### src/rtl/keypad_scanner.sv
// ---------------------------------------------------------------------------
// keypad_scanner
//   Reader for a 4x4 active-low matrix keypad. Drives one column low at a
//   time, samples the row lines through a 2-flop synchronizer, debounces
//   presses and releases on a slow scan tick and reports a 4-bit key code
//   (row_idx*4 + col_idx) with single-cycle event pulses.
//
// Optional feature (compile-time macro):
//   KEYPAD_AUTOREPEAT_EN - while a key stays held, key_valid re-pulses after
//                          REPEAT_DELAY ticks and then every REPEAT_RATE
//                          ticks. Undefined: one key_valid per accepted press.
//
// Ports:
//   clk         in   system clock, all logic on posedge
//   rst         in   asynchronous reset, active low (0 = reset)
//   row_in      in   [3:0] keypad rows, active low, asynchronous to clk
//   col_out     out  [3:0] column drive, active-low one-hot
//   key_code    out  [3:0] code of the last accepted key
//   key_valid   out  1-cycle pulse on acceptance (and on each auto-repeat)
//   key_held    out  high from acceptance until the release is accepted
//   key_release out  1-cycle pulse when a release is accepted
// ---------------------------------------------------------------------------
module keypad_scanner #(
  parameter int unsigned SCAN_DIV       = 50000,
  parameter int unsigned DEBOUNCE_TICKS = 20,
  parameter int unsigned REPEAT_DELAY   = 500,
  parameter int unsigned REPEAT_RATE    = 100
) (
  input  logic       clk,
  input  logic       rst,
  input  logic [3:0] row_in,
  output logic [3:0] col_out,
  output logic [3:0] key_code,
  output logic       key_valid,
  output logic       key_held,
  output logic       key_release
);

  typedef enum logic [1:0] {
    ST_SCAN      = 2'd0,
    ST_DEB_PRESS = 2'd1,
    ST_HELD      = 2'd2,
    ST_DEB_REL   = 2'd3
  } state_t;

  localparam logic [15:0] DIV_MAX = 16'(SCAN_DIV - 1);
  localparam logic [7:0]  DEB_MAX = 8'(DEBOUNCE_TICKS);

  // Column index from the active-low one-hot drive pattern.
  function automatic logic [1:0] col_index(input logic [3:0] col);
    case (col)
      4'b0111: col_index = 2'd3;
      4'b1011: col_index = 2'd2;
      4'b1101: col_index = 2'd1;
      default: col_index = 2'd0;
    endcase
  endfunction

  // Lowest-numbered low row wins when several rows are pulled low.
  function automatic logic [1:0] prio_row(input logic [3:0] rows);
    if      (!rows[0]) prio_row = 2'd0;
    else if (!rows[1]) prio_row = 2'd1;
    else if (!rows[2]) prio_row = 2'd2;
    else               prio_row = 2'd3;
  endfunction

  // -------------------------------------------------------------------------
  // Row synchronizer. Idle (released) rows read high, so reset to all ones.
  // -------------------------------------------------------------------------
  logic [3:0] r_sync1;
  logic [3:0] r_sync2;

  // NOTE: every clocked block uses non-blocking (<=) assignments so that all
  // flops sample their inputs from the same pre-edge values; blocking
  // assignments here would turn the two-stage synchronizer into a single flop.
  always_ff @(posedge clk or negedge rst) begin
    if (!rst) begin
      r_sync1 <= 4'b1111;
      r_sync2 <= 4'b1111;
    end else begin
      r_sync1 <= row_in;
      r_sync2 <= r_sync1;
    end
  end

  // -------------------------------------------------------------------------
  // Scan tick divider: counts 0..SCAN_DIV-1, tick on the terminal count.
  // -------------------------------------------------------------------------
  logic [15:0] r_div;
  logic        w_tick;

  assign w_tick = (r_div == DIV_MAX);

  always_ff @(posedge clk or negedge rst) begin
    if (!rst) begin
      r_div <= '0;
    end else if (w_tick) begin
      r_div <= '0;
    end else begin
      r_div <= r_div + 16'd1;
    end
  end

  // -------------------------------------------------------------------------
  // Scan / debounce FSM with registered outputs.
  // -------------------------------------------------------------------------
  state_t     r_state;
  logic [3:0] r_col;
  logic [1:0] r_row_idx;
  logic [1:0] r_col_idx;
  logic [7:0] r_cnt;
  logic [3:0] r_key_code;
  logic       r_key_valid;
  logic       r_key_held;
  logic       r_key_release;
  logic       w_row_low;
  logic [3:0] w_col_next;

  // Only the latched row matters once a key is being tracked; presses on
  // other rows or columns are ignored (no rollover).
  assign w_row_low  = ~r_sync2[r_row_idx];
  // Rotate 0111 -> 1011 -> 1101 -> 1110 -> 0111.
  assign w_col_next = {r_col[0], r_col[3:1]};

`ifdef KEYPAD_AUTOREPEAT_EN
  localparam logic [9:0] REP_DELAY = 10'(REPEAT_DELAY);
  localparam logic [9:0] REP_RATE  = 10'(REPEAT_RATE);

  // Ticks spent in HELD since acceptance or since the last repeat pulse.
  // Frozen while in DEB_REL so a release bounce does not restart the delay.
  logic [9:0] r_rep;
  logic       r_rep_first;
  logic [9:0] w_rep_next;
  logic       w_rep_hit;

  assign w_rep_next = r_rep + 10'd1;
  assign w_rep_hit  = (w_rep_next == (r_rep_first ? REP_DELAY : REP_RATE));
`endif

  always_ff @(posedge clk or negedge rst) begin
    if (!rst) begin
      r_state       <= ST_SCAN;
      r_col         <= 4'b0111;
      r_row_idx     <= 2'd0;
      r_col_idx     <= 2'd0;
      r_cnt         <= 8'd0;
      r_key_code    <= 4'd0;
      r_key_valid   <= 1'b0;
      r_key_held    <= 1'b0;
      r_key_release <= 1'b0;
`ifdef KEYPAD_AUTOREPEAT_EN
      r_rep         <= 10'd0;
      r_rep_first   <= 1'b1;
`endif
    end else begin
      // Event outputs are single-cycle pulses: cleared unless re-asserted.
      r_key_valid   <= 1'b0;
      r_key_release <= 1'b0;

      if (w_tick) begin
        case (r_state)
          ST_SCAN: begin
            if (r_sync2 == 4'b1111) begin
              r_col <= w_col_next;
            end else begin
              r_row_idx <= prio_row(r_sync2);
              r_col_idx <= col_index(r_col);
              r_cnt     <= 8'd1;
              r_state   <= ST_DEB_PRESS;
            end
          end

          ST_DEB_PRESS: begin
            if (w_row_low) begin
              if (r_cnt == DEB_MAX) begin
                r_key_code  <= {r_row_idx, r_col_idx};
                r_key_valid <= 1'b1;
                r_key_held  <= 1'b1;
                r_state     <= ST_HELD;
`ifdef KEYPAD_AUTOREPEAT_EN
                r_rep       <= 10'd0;
                r_rep_first <= 1'b1;
`endif
              end else begin
                r_cnt <= r_cnt + 8'd1;
              end
            end else begin
              r_col   <= w_col_next;
              r_state <= ST_SCAN;
            end
          end

          ST_HELD: begin
            if (!w_row_low) begin
              r_cnt   <= 8'd1;
              r_state <= ST_DEB_REL;
            end else begin
`ifdef KEYPAD_AUTOREPEAT_EN
              if (w_rep_hit) begin
                r_key_valid <= 1'b1;
                r_rep       <= 10'd0;
                r_rep_first <= 1'b0;
              end else begin
                r_rep <= w_rep_next;
              end
`endif
            end
          end

          ST_DEB_REL: begin
            if (!w_row_low) begin
              if (r_cnt == DEB_MAX) begin
                r_key_held    <= 1'b0;
                r_key_release <= 1'b1;
                r_col         <= w_col_next;
                r_state       <= ST_SCAN;
              end else begin
                r_cnt <= r_cnt + 8'd1;
              end
            end else begin
              r_state <= ST_HELD;
            end
          end

          default: r_state <= ST_SCAN;
        endcase
      end
    end
  end

  assign col_out     = r_col;
  assign key_code    = r_key_code;
  assign key_valid   = r_key_valid;
  assign key_held    = r_key_held;
  assign key_release = r_key_release;

endmodule
### config.mk
export PLATFORM = sky130hd
export DESIGN_NAME = keypad_scanner
export DESIGN_NICKNAME = d
export VERILOG_FILES = /design/src/rtl/keypad_scanner.sv
export SDC_FILE = /design/constraint.sdc
export NUM_CORES = 1
export LEC_CHECK = 0
export CAP_MARGIN = 40
export CORE_MARGIN = 2
export CORE_UTILIZATION = 35
export CTS_BUF_LIST = sky130_fd_sc_hd__clkbuf_4 sky130_fd_sc_hd__clkbuf_8 sky130_fd_sc_hd__clkbuf_16
export DETAILED_ROUTE_END_ITERATION = 7
export PLACE_DENSITY = 0.61
export SLEW_MARGIN = 0
export SYNTH_ARGS = -nofsm -noshare
export SYNTH_HDL_FRONTEND = slang
export SYNTH_SLANG_ARGS = --single-unit
### constraint.sdc
create_clock -name clk -period 2.9 [get_ports clk]
set_input_delay 0.435 -clock clk [delete_from_list [all_inputs] [get_ports clk]]
set_output_delay 0.435 -clock clk [all_outputs]
set_load 0.03 [all_outputs]
==> summary.txt <==
Logic synthesis
  – Sequential-to-total area share from yosys stat: 56.1%
  – Synth Area per Inst: 11.1 um^2
  – Synth warn: 0
  – Commonest cells in the netlist: dfrtp_1, nor2_1, nand3_1
  – Top cell type's share of synthesized area: 43.0%
  – Largest area contributor in the netlist: dfrtp_1
  – Top FF cell, synth: dfrtp_1
  – Most frequent cell after synthesis: dfrtp_1
  – Synth cell types: 40
  – Post-synth ARST share: 100%
  – Syn Std Cell Area: 0.00221 mm^2
  – Post-synth EDFFs: 0
  – Syn Inst Count: 200
  – Area contributors post-synth: dfrtp_1, dfstp_2, xor2_1
  – Net count after synthesis: 209
  – FF+latch count, synth: 49

Global routing
  – Gr usage total: 12.7%
  – Gr ovfl total: 0
  – Pin count of the biggest net entering global routing: 23
  – Antenna violations before repair: 0
  – First-pass GRT wire length: 7040 um
  – Vias in the first global route: 1448

Clocking
  – CTS tree: done
  – Clk buf depth: 2
  – Hold_buf cts: 0
  – Post-CTS Setup Bufs: 0
  – Worst-Skew Late Latency: 0.30 ns
  – Clock root buffer: clkbuf_8
  – H-tree Lvls: 2
  – Clock-pin slew on the worst setup and hold paths: 0.09 ns
  – Num CTS Buffers: 5
  – Cts repair resizes: 0
  – Clk sinks: 49

Detailed routing
  – Drc violations: 0
  – Uppermost layer routed: met4
  – DR WL met2: 1790 um
  – Initial DRC Count: 72
  – Routed Antenna Nets: 0
  – WL met1: 2170 um
  – 1st-pass router iterations: 4
  – Routed len/inst: 13.8 um
  – Vias: 1516
  – Via density: 5.04
  – Met3 Wirelength: 143 um
  – Final WL: 4160 um

Critical path
  – Crit path cell chain: nor4b_1 -> nand4_1 -> or4_4 -> or3_1 -> a21oi_1
  – Delay of the slowest critical-path stage: 0.66 ns
  – Critical path class: reg -> reg
  – CP Capture Type: register
  – Worst path buffer plus inverter count: 0
  – Required @ worst endpoint: 3.13 ns
  – Worst Setup Start Kind: register
  – Cell family with most CP delay: simple AND/OR/NAND/NOR gates
  – Crit Path Max Fanout: 10
  – Arrival time worst endpoint: 2.68 ns
  – CP max stage cell: or4_4

Placement
  – Count of input and output buffers: 16
  – Final GP Congestion: 0.831
  – Post-DP Area: 0.00248 mm^2
  – Dpl hpwl: 3020 um

Pwr
  – P_sw: 0.000253 W
  – Int Power: 0.000927 W
  – Reg power frac: 59.0%
  – Peak VDD IR: 0.251 mV
  – PwrDens: 455 mW/mm^2
  – Sw Ratio: 21.5%
  – P_leak: 1.17 nW
  – Combinational power share: 2.4%
  – Clock power share: 38.6%

Timing
  – Final setup fails: 0
  – Final Slew Violations: 0
  – Worst slew pin tran: 0.488 ns
  – Setup TNS: 0 ns
  – Clock skew: 0.00602 ns
  – Final Hold Fails: 0
  – FMAX: 409 MHz
  – Min Hold Slack: 0.00402 ns
  – Final worst-path cycle share: 84.3%
  – Relative slew slack: 67.3%
  – Fin crit period: 2.45 ns
  – RSZ-0062 raised after global routing: false

Floorplan
  – Initial core utilization: 36.7%
  – Die Y: 83.5 um
  – Top Ports: 17
  – FP Rows: 28
  – Die Span X: 83.5 um
  – Core area: 0.00603 mm^2
  – Die ar.: 0.00697 mm^2

Final layout
  – Post-layout nets: 234
  – Multi-input logic area: 931 um^2
  – Fillcell total: 579
  – Area delta synth->final: 17.2%
  – Fraction of layout instances using a drive strength above 1: 16.4%
  – Register area: 0.00124 mm^2
  – Post-route cell area: 0.00259 mm^2
  – Inserted Diodes: 0

Worst hold path
  – Tightest Hold Check Type: in -> async

Run
  – Number of max-cap violations: 0

Outcome
  – Status: complete, no violations
worst reg2reg max path: stages, from the launching register on:
cell	delay (ns)
dfrtp_1	0.42
nor4b_1	0.40
nand4_1	0.41
or4_4	0.66
or3_1	0.35
a21oi_1	0.15
logic make-up after synthesis:
family | share of synthesized area, %
muxes | 5.60
DFF | 56.1
adders and majority gates | 1.70
xor gates and xnor gates | 6.34
buffers and inverters | 1.87
AOI/OAI and AO/OA | 8.43
and+or+nand+nor | 20.0
path summary, 6_finish.rpt:
kind	startpoint	to	slack [ns]	depth (start not counted)
max	r_div[11]$_DFF_PN0_	r_cnt[7]$_DFFE_PN0P_	0.45	5
max reg2reg	r_div[11]$_DFF_PN0_	r_cnt[7]$_DFFE_PN0P_	0.45	5
max in group asynchronous	rst	col_out[0]$_DFFE_PN1P_	2.25	2
min in group clk	r_sync1[2]$_DFF_PN1_	r_sync2[2]$_DFF_PN1_	0.36	0
min	rst	r_div[2]$_DFF_PN0_	0.004	1
min reg2reg	r_sync1[2]$_DFF_PN1_	r_sync2[2]$_DFF_PN1_	0.36	0
state kept, by name, indices dropped and copies added, names as in the netlist, 2 cells and up, named ones only:
| signal | count |
|---|---|
| r_col_idx | 2 |
| col_out | 4 |
| r_row_idx | 2 |
| r_div | 16 |
| r_cnt | 8 |
| r_sync1 | 4 |
| key_code | 4 |
| r_sync2 | 4 |
cells in the final DEF (no fill, tap or decap), drive strengths merged, types with 4 or more instances in the layout:
master,instances
clkbuf,6
inv,10
xor2,13
and3,4
or3,4
dfstp,11
nand3,14
nor2,19
dfrtp,38
mux2,9
nand2,13
buf,5
a21oi,5
o21ai,13
nand4,6
clkdlybuf4s50,15
power by group through the flow:
stage	Sequential, W	Clock (W)	Combinational, W
final	0.000697	0.000456	0.0000281
after global routing	0.000698	0.000511	0.0000329
after CTS	0.000697	0.000474	0.0000297
after detailed placement	0.000710	0	0.0000297
after global placement	0.000710	0	0.0000291
after floorplan	0.000709	0	0.00000615
through the flow:
step,setup WS [ns],total power (W),utilization (%),cells
2_1_floorplan,0.687,0.000715,-,200
3_3_place_gp,0.535,0.000739,41.2,293
3_5_place_dp,0.520,0.000740,41.2,293
4_1_cts,0.490,0.00120,43.0,301
5_1_grt,0.347,0.00124,43.0,301
6_report,0.455,0.00118,43.0,301
metal layers:
metal,vias up,track usage [%]
met5,-,0
met4,0,3.52
met3,7,4.15
met2,21,18.0
met1,723,18.6
li1,765,-
final cells by class:
class	count	area share (%)
Sequential cell	49	47.8
Timing Repair Buffer	20	7.14
Tap cell	75	3.62
Clock inverter	2	0.579
Clock buffer	6	3.62
Multi-Input combinational cell	140	35.9
Inverter	9	1.30
No activity file was read; power rests on OpenSTA's default activity.
==> variant 1: new RTL, config.mk and constraints unchanged <==
The 4 states of `state_t` get a one-hot encoding in 4 bits.
--- a/src/rtl/keypad_scanner.sv
+++ b/src/rtl/keypad_scanner.sv
@@ -38,7 +38,7 @@
 
-  typedef enum logic [1:0] {
-    ST_SCAN      = 2'd0,
-    ST_DEB_PRESS = 2'd1,
-    ST_HELD      = 2'd2,
-    ST_DEB_REL   = 2'd3
+  typedef enum logic [3:0] {
+    ST_SCAN      = 4'b0001,
+    ST_DEB_PRESS = 4'b0010,
+    ST_HELD      = 4'b0100,
+    ST_DEB_REL   = 4'b1000
   } state_t;
Formal check against the unedited RTL: same outputs for any inputs over 10 cycles, from zero or initial values and one cycle with rst low; not proved beyond that.
==> variant 1 against the unedited design <==
- setup slack better by 0.021 ns
- wire length up 1.5%
- first-iteration DRC count up 57%
- cell count up 4.7%
- design area up 7.8%
- via count up 5.6%
- count of clock-buffer cells in the layout unchanged
- sequential cell count up 2
- total power up 0.49%
- synthesized area up 9.6%
- largest cell class unchanged
==> variant 1: results (changes against the unedited design) <==
| Metric | Value |
|---|---|
| Placed cells | 307 (+4.8%) |
| Static leakage | 1.20 nW (+3.4%) |
| Compound-Gate Fraction of Synth Area | 0.0661 (-0.0182) |
| Slowest cell on the critical path | dfrtp_1 |
| Pre-CTS setup slack | 0.482 ns (-0.0384 ns) |
| Final GP Congestion | 0.809 (-2.5%) |
| Worst setup margin | 0.476 ns (+0.0214 ns) |
| M1 GR Usage | 0.176 (-0.00981) |
| Run status | finished, final reports clean |
| First-pass GRT wire length | 7660 µm (+8.8%) |
| Worst Hold Margin | 0.0548 ns (+0.0507 ns) |
| Met3 Usage GRT | 0.0313 (-0.0103) |
| Post-Layout Cell Count | 315 (+4.7%) |
| Post-DP HPWL | 3040 µm (+0.44%) |
| Worst IR Drop VDD | 195 µV (-22%) |
| Post-synth top cells | dfrtp_1 (39), nor2_1 (23), mux2_2 (17) |
| Largest net degree at the start of global routing | 30 (+30%) |
| Worst setup path start | r_div[0]$_DFF_PN0_ |
| DP Area | 0.00270 mm² (+8.6%) |
| Sequential power | 724 µW (+3.9%) |
| Worst-path maximum fanout | 8 (-2) |
| Largest cells by area after synthesis | dfrtp_1 (40%), dfstp_2 (13%), mux2_2 (7.9%) |
| Layout cells sized above 1 | 0.209 (+0.0448) |
| Post-synthesis sequential area ratio | 0.533 (-0.0277) |
| Starting DRT DRC Count | 113 (+57%) |
| Mux share of post-synthesis cell area | 0.0965 (+0.0405) |
| Via/cell ratio | 5.08 (+0.91%) |
| Largest stage delay, worst path | 0.44 ns (-0.22 ns) |
| Post-synthesis cell type count | 41 (+2.5%) |
| Clock Skew | 0.00479 ns (-0.00122 ns) |
[variant 1: changes by cell type in the layout (fill, tap and decap cells not counted), sizes merged, moves of 3 or more]
| cell | delta |
|---|---|
| inv | -3 |
| mux2 | +8 |
| nand2 | -4 |
| nand3 | -3 |
| nand4 | +3 |
| nor2 | +4 |
| o21ai | -5 |
| xnor2 | +4 |
[variant 1: metal layers]
layer / share of wire / up-vias
li1: - / 794
met1: 0.49 / 781
met2: 0.47 / 20
met3: 0.024 / 6
met4: 0.017 / 0
met5: 0 / -
[variant 1: final cells by class]
type                       instances  area, µm²
fill                             644       3960
tap                               80        100
multi-input combinational        148       1070
sequential                        51       1290
clock buffer                       6       82.6
timing repair buffer              22        213
clock inverter                     2       15.0
inverter                           6       22.5
[variant 1: stage by stage]
stage | power (mW) | util
finish | 1.19 | 0.414
global route | 1.24 | 0.414
CTS | 1.21 | 0.414
detailed placement | 0.766 | 0.399
global placement | 0.762 | 0.396
floorplan | 0.740 | -
==> variant 2: new RTL, same settings <==
Made on the original files. The option `KEYPAD_AUTOREPEAT_EN` is turned on by a define.
--- a/src/rtl/keypad_scanner.sv
+++ b/src/rtl/keypad_scanner.sv
@@ -22,2 +22,4 @@
 // ---------------------------------------------------------------------------
+`define KEYPAD_AUTOREPEAT_EN
+
 module keypad_scanner #(
Function: no difference found for any inputs over 10 cycles, from zero or initial values and one cycle with rst low; that may be too few to reach the edited logic, so the function may still have changed.
==> variant 2 against the unedited design <==
- sequential cell count rose by 11
- setup slack improved by 0.014 ns
- synthesized area rose by 42%
- sequential share of layout area fell by 5.9 points
- clock skew fell by 0.0014 ns
- total power rose by 41%
- largest power group unchanged
- design area rose by 39%
- wire length rose by 53%
==> variant 2: results (changes against the unedited design) <==
| Metric | Value |
|---|---|
| Run status | finished, final reports clean |
| Synth Warn # | 0 (unchanged) |
| Register-to-Register Path Depth | 9 (+4) |
| Initial antenna violation count | 0 (unchanged) |
| Clk slew on worst S/H paths | 0.07 ns (-0.02 ns) |
| Starting DRT DRC Count | 101 (+40%) |
| Mux share of post-synthesis cell area | 0.0359 (-0.0201) |
| Compound-Gate Fraction of Synth Area | 0.143 (+0.0585) |
| Post-CTS Setup Inserts | 0 (unchanged) |
| Mapped Avg Cell Area | 10.1 µm² (-8.8%) |
| Adder-Cell Fraction of Synth Area | 0.0319 (+0.0149) |
| Top flop regs | r_div (16), r_rep (10), r_cnt (8) |
| Nets@finish | 343 (+47%) |
| Hold WC Path Type | in2async |
| Layout cells sized above 1 | 0.162 (-0.00204) |
| Xor and xnor area share after synthesis | 0.0586 (-0.00474) |
| Resize count post-CTS | 0 (unchanged) |
| Slowest cell on the critical path | ha_1 |
| DR pass1 iterations | 4 (unchanged) |
| Worst R2R Start | r_state[0]$_DFFE_PN0P_ |
| CP top delay family | buffers and inverters |
| Worst IR Drop VDD | 326 µV (+30%) |
| Clk buf depth | 2 (unchanged) |
| Crit Reg-Reg Endpoint | r_cnt[7]$_DFFE_PN0P_ |
| Worst-path maximum fanout | 14 (+4) |
| Clock root cell | clkbuf_8 |
| First-pass GRT wire length | 11300 µm (+61%) |
| Slew margin rel. | 0.557 (-0.116) |
| Final GP Congestion | 0.837 (+0.73%) |
| Clock Skew | 0.00463 ns (-0.00139 ns) |
| Post-detailed-routing wire length | 6380 µm (+53%) |
| Largest stage delay, worst path | 0.48 ns (-0.18 ns) |
| Worst EP arrival | 2.66 ns (-0.02 ns) |
| Vias in the first global route | 2385 (+65%) |
| Port bufs | 16 (unchanged) |
| Post-DP HPWL | 4340 µm (+44%) |
| Largest net degree at the start of global routing | 61 (+170%) |
| Post-synthesis cell type count | 53 (+33%) |
| Worst Hold Margin | 0.0869 ns (+0.0828 ns) |
| CTS buffer count | 9 (+4) |
| Pre-CTS setup slack | 0.487 ns (-0.0338 ns) |
| Post-synthesis sequential area ratio | 0.483 (-0.0773) |
| CP Launch Type | flop |
| R2R setup slack | 0.47 ns |
| Via/cell ratio | 5.40 (+7.1%) |
| Post-synth top cells | dfrtp_1 (48), nand2_1 (33), nor2_1 (25) |
| Largest cells by area after synthesis | dfrtp_1 (38%), dfstp_2 (10%), nand2_1 (3.9%) |
| Asr flop ratio synth | 1.00 (unchanged) |
| Antenna Cells | 0 (unchanged) |
| Global Route Usage Sum | 0.145 (+0.0182) |
| Post-Syn Nets | 325 (+56%) |
| Clk_lat worst skew | 0.34 ns (+0.04 ns) |
| Static leakage | 1.52 nW (+30%) |
| H-tree levels | 3 (+1) |
| Final-layout fill cell count | 857 (+48%) |
| Ys flop type | dfrtp_1 |
[variant 2: cell types whose count changed in the layout (fill, tap and decap cells not counted), sizes merged, moves of 4 or more]
cell and delta:
nand2 +20, xnor2 +9, a31oi +4, o21ai +6, o31ai +7, xor2 -4
dfrtp +10, nand4 +5, ha +5, nor2 +6, clkbuf +6, nor3 +7
a21o +4
[variant 2: logic make-up after synthesis]
group                      count (synthesis)
adders and majority gates                  8
AOI/OAI and AO/OA                         64
DFF                                       60
and+or+nand+nor                          123
muxes                                      9
xor gates and xnor gates                  21
buffers and inverters                     26
[variant 2: worst reg2reg max path: cells and delay by family, from the launching register on]
| kind | cells | cell delay (ns) |
|---|---|---|
| adders and majority gates | 1 | 0.48 |
| AOI/OAI and AO/OA | 2 | 0.52 |
| DFF | 1 | 0.43 |
| and+or+nand+nor | 2 | 0.13 |
| buffers and inverters | 3 | 0.61 |
| xor gates and xnor gates | 1 | 0.14 |
[variant 2: how the worst max path moves through the flow]
| stage | endpoint | slack (ns) | cells past startpoint |
|---|---|---|---|
| after floorplan | r_rep[7]$_DFFE_PN0P_ | 0.80 | 9 |
| after CTS | r_cnt[7]$_DFFE_PN0P_ | 0.47 | 9 |
| after global routing | r_cnt[5]$_DFFE_PN0P_ | 0.22 | 9 |
| after global placement | r_cnt[7]$_DFFE_PN0P_ | 0.56 | 9 |
| final | r_cnt[7]$_DFFE_PN0P_ | 0.47 | 9 |
| after detailed placement | r_cnt[7]$_DFFE_PN0P_ | 0.49 | 9 |
[variant 2: layout make-up]
class                           instances  area (µm²)  share of cell area
Multi-Input combinational cell        225        1500               0.416
Tap cell                              108         135              0.0374
Inverter                               11        41.3              0.0114
Clock buffer                           12         159              0.0439
Sequential cell                        60        1520               0.419
Clock inverter                          4        47.5              0.0131
Timing Repair Buffer                   22         213              0.0588
[variant 2: stage by stage]
step	area, µm²	std cells
finish	3620	442
global route	3620	442
CTS	3620	442
global placement	3410	426
floorplan	3140	311
detailed placement	3410	426
[variant 2: power by group]
group	switching (mW)	internal (mW)	total [mW]
Sequential	0.00291	0.847	0.850
Clock	0.333	0.450	0.784
Combinational	0.0211	0.0108	0.0319
Total	0.357	1.31	1.67
[variant 2: per-layer routing]
metal	vias up	track usage	share of wire	wire, µm
met2	40	0.218	0.46	2910
met1	1177	0.197	0.49	3130
met3	10	0.0454	0.035	221
met5	-	0	0	0
li1	1158	-	-	-
met4	0	0.0569	0.018	113
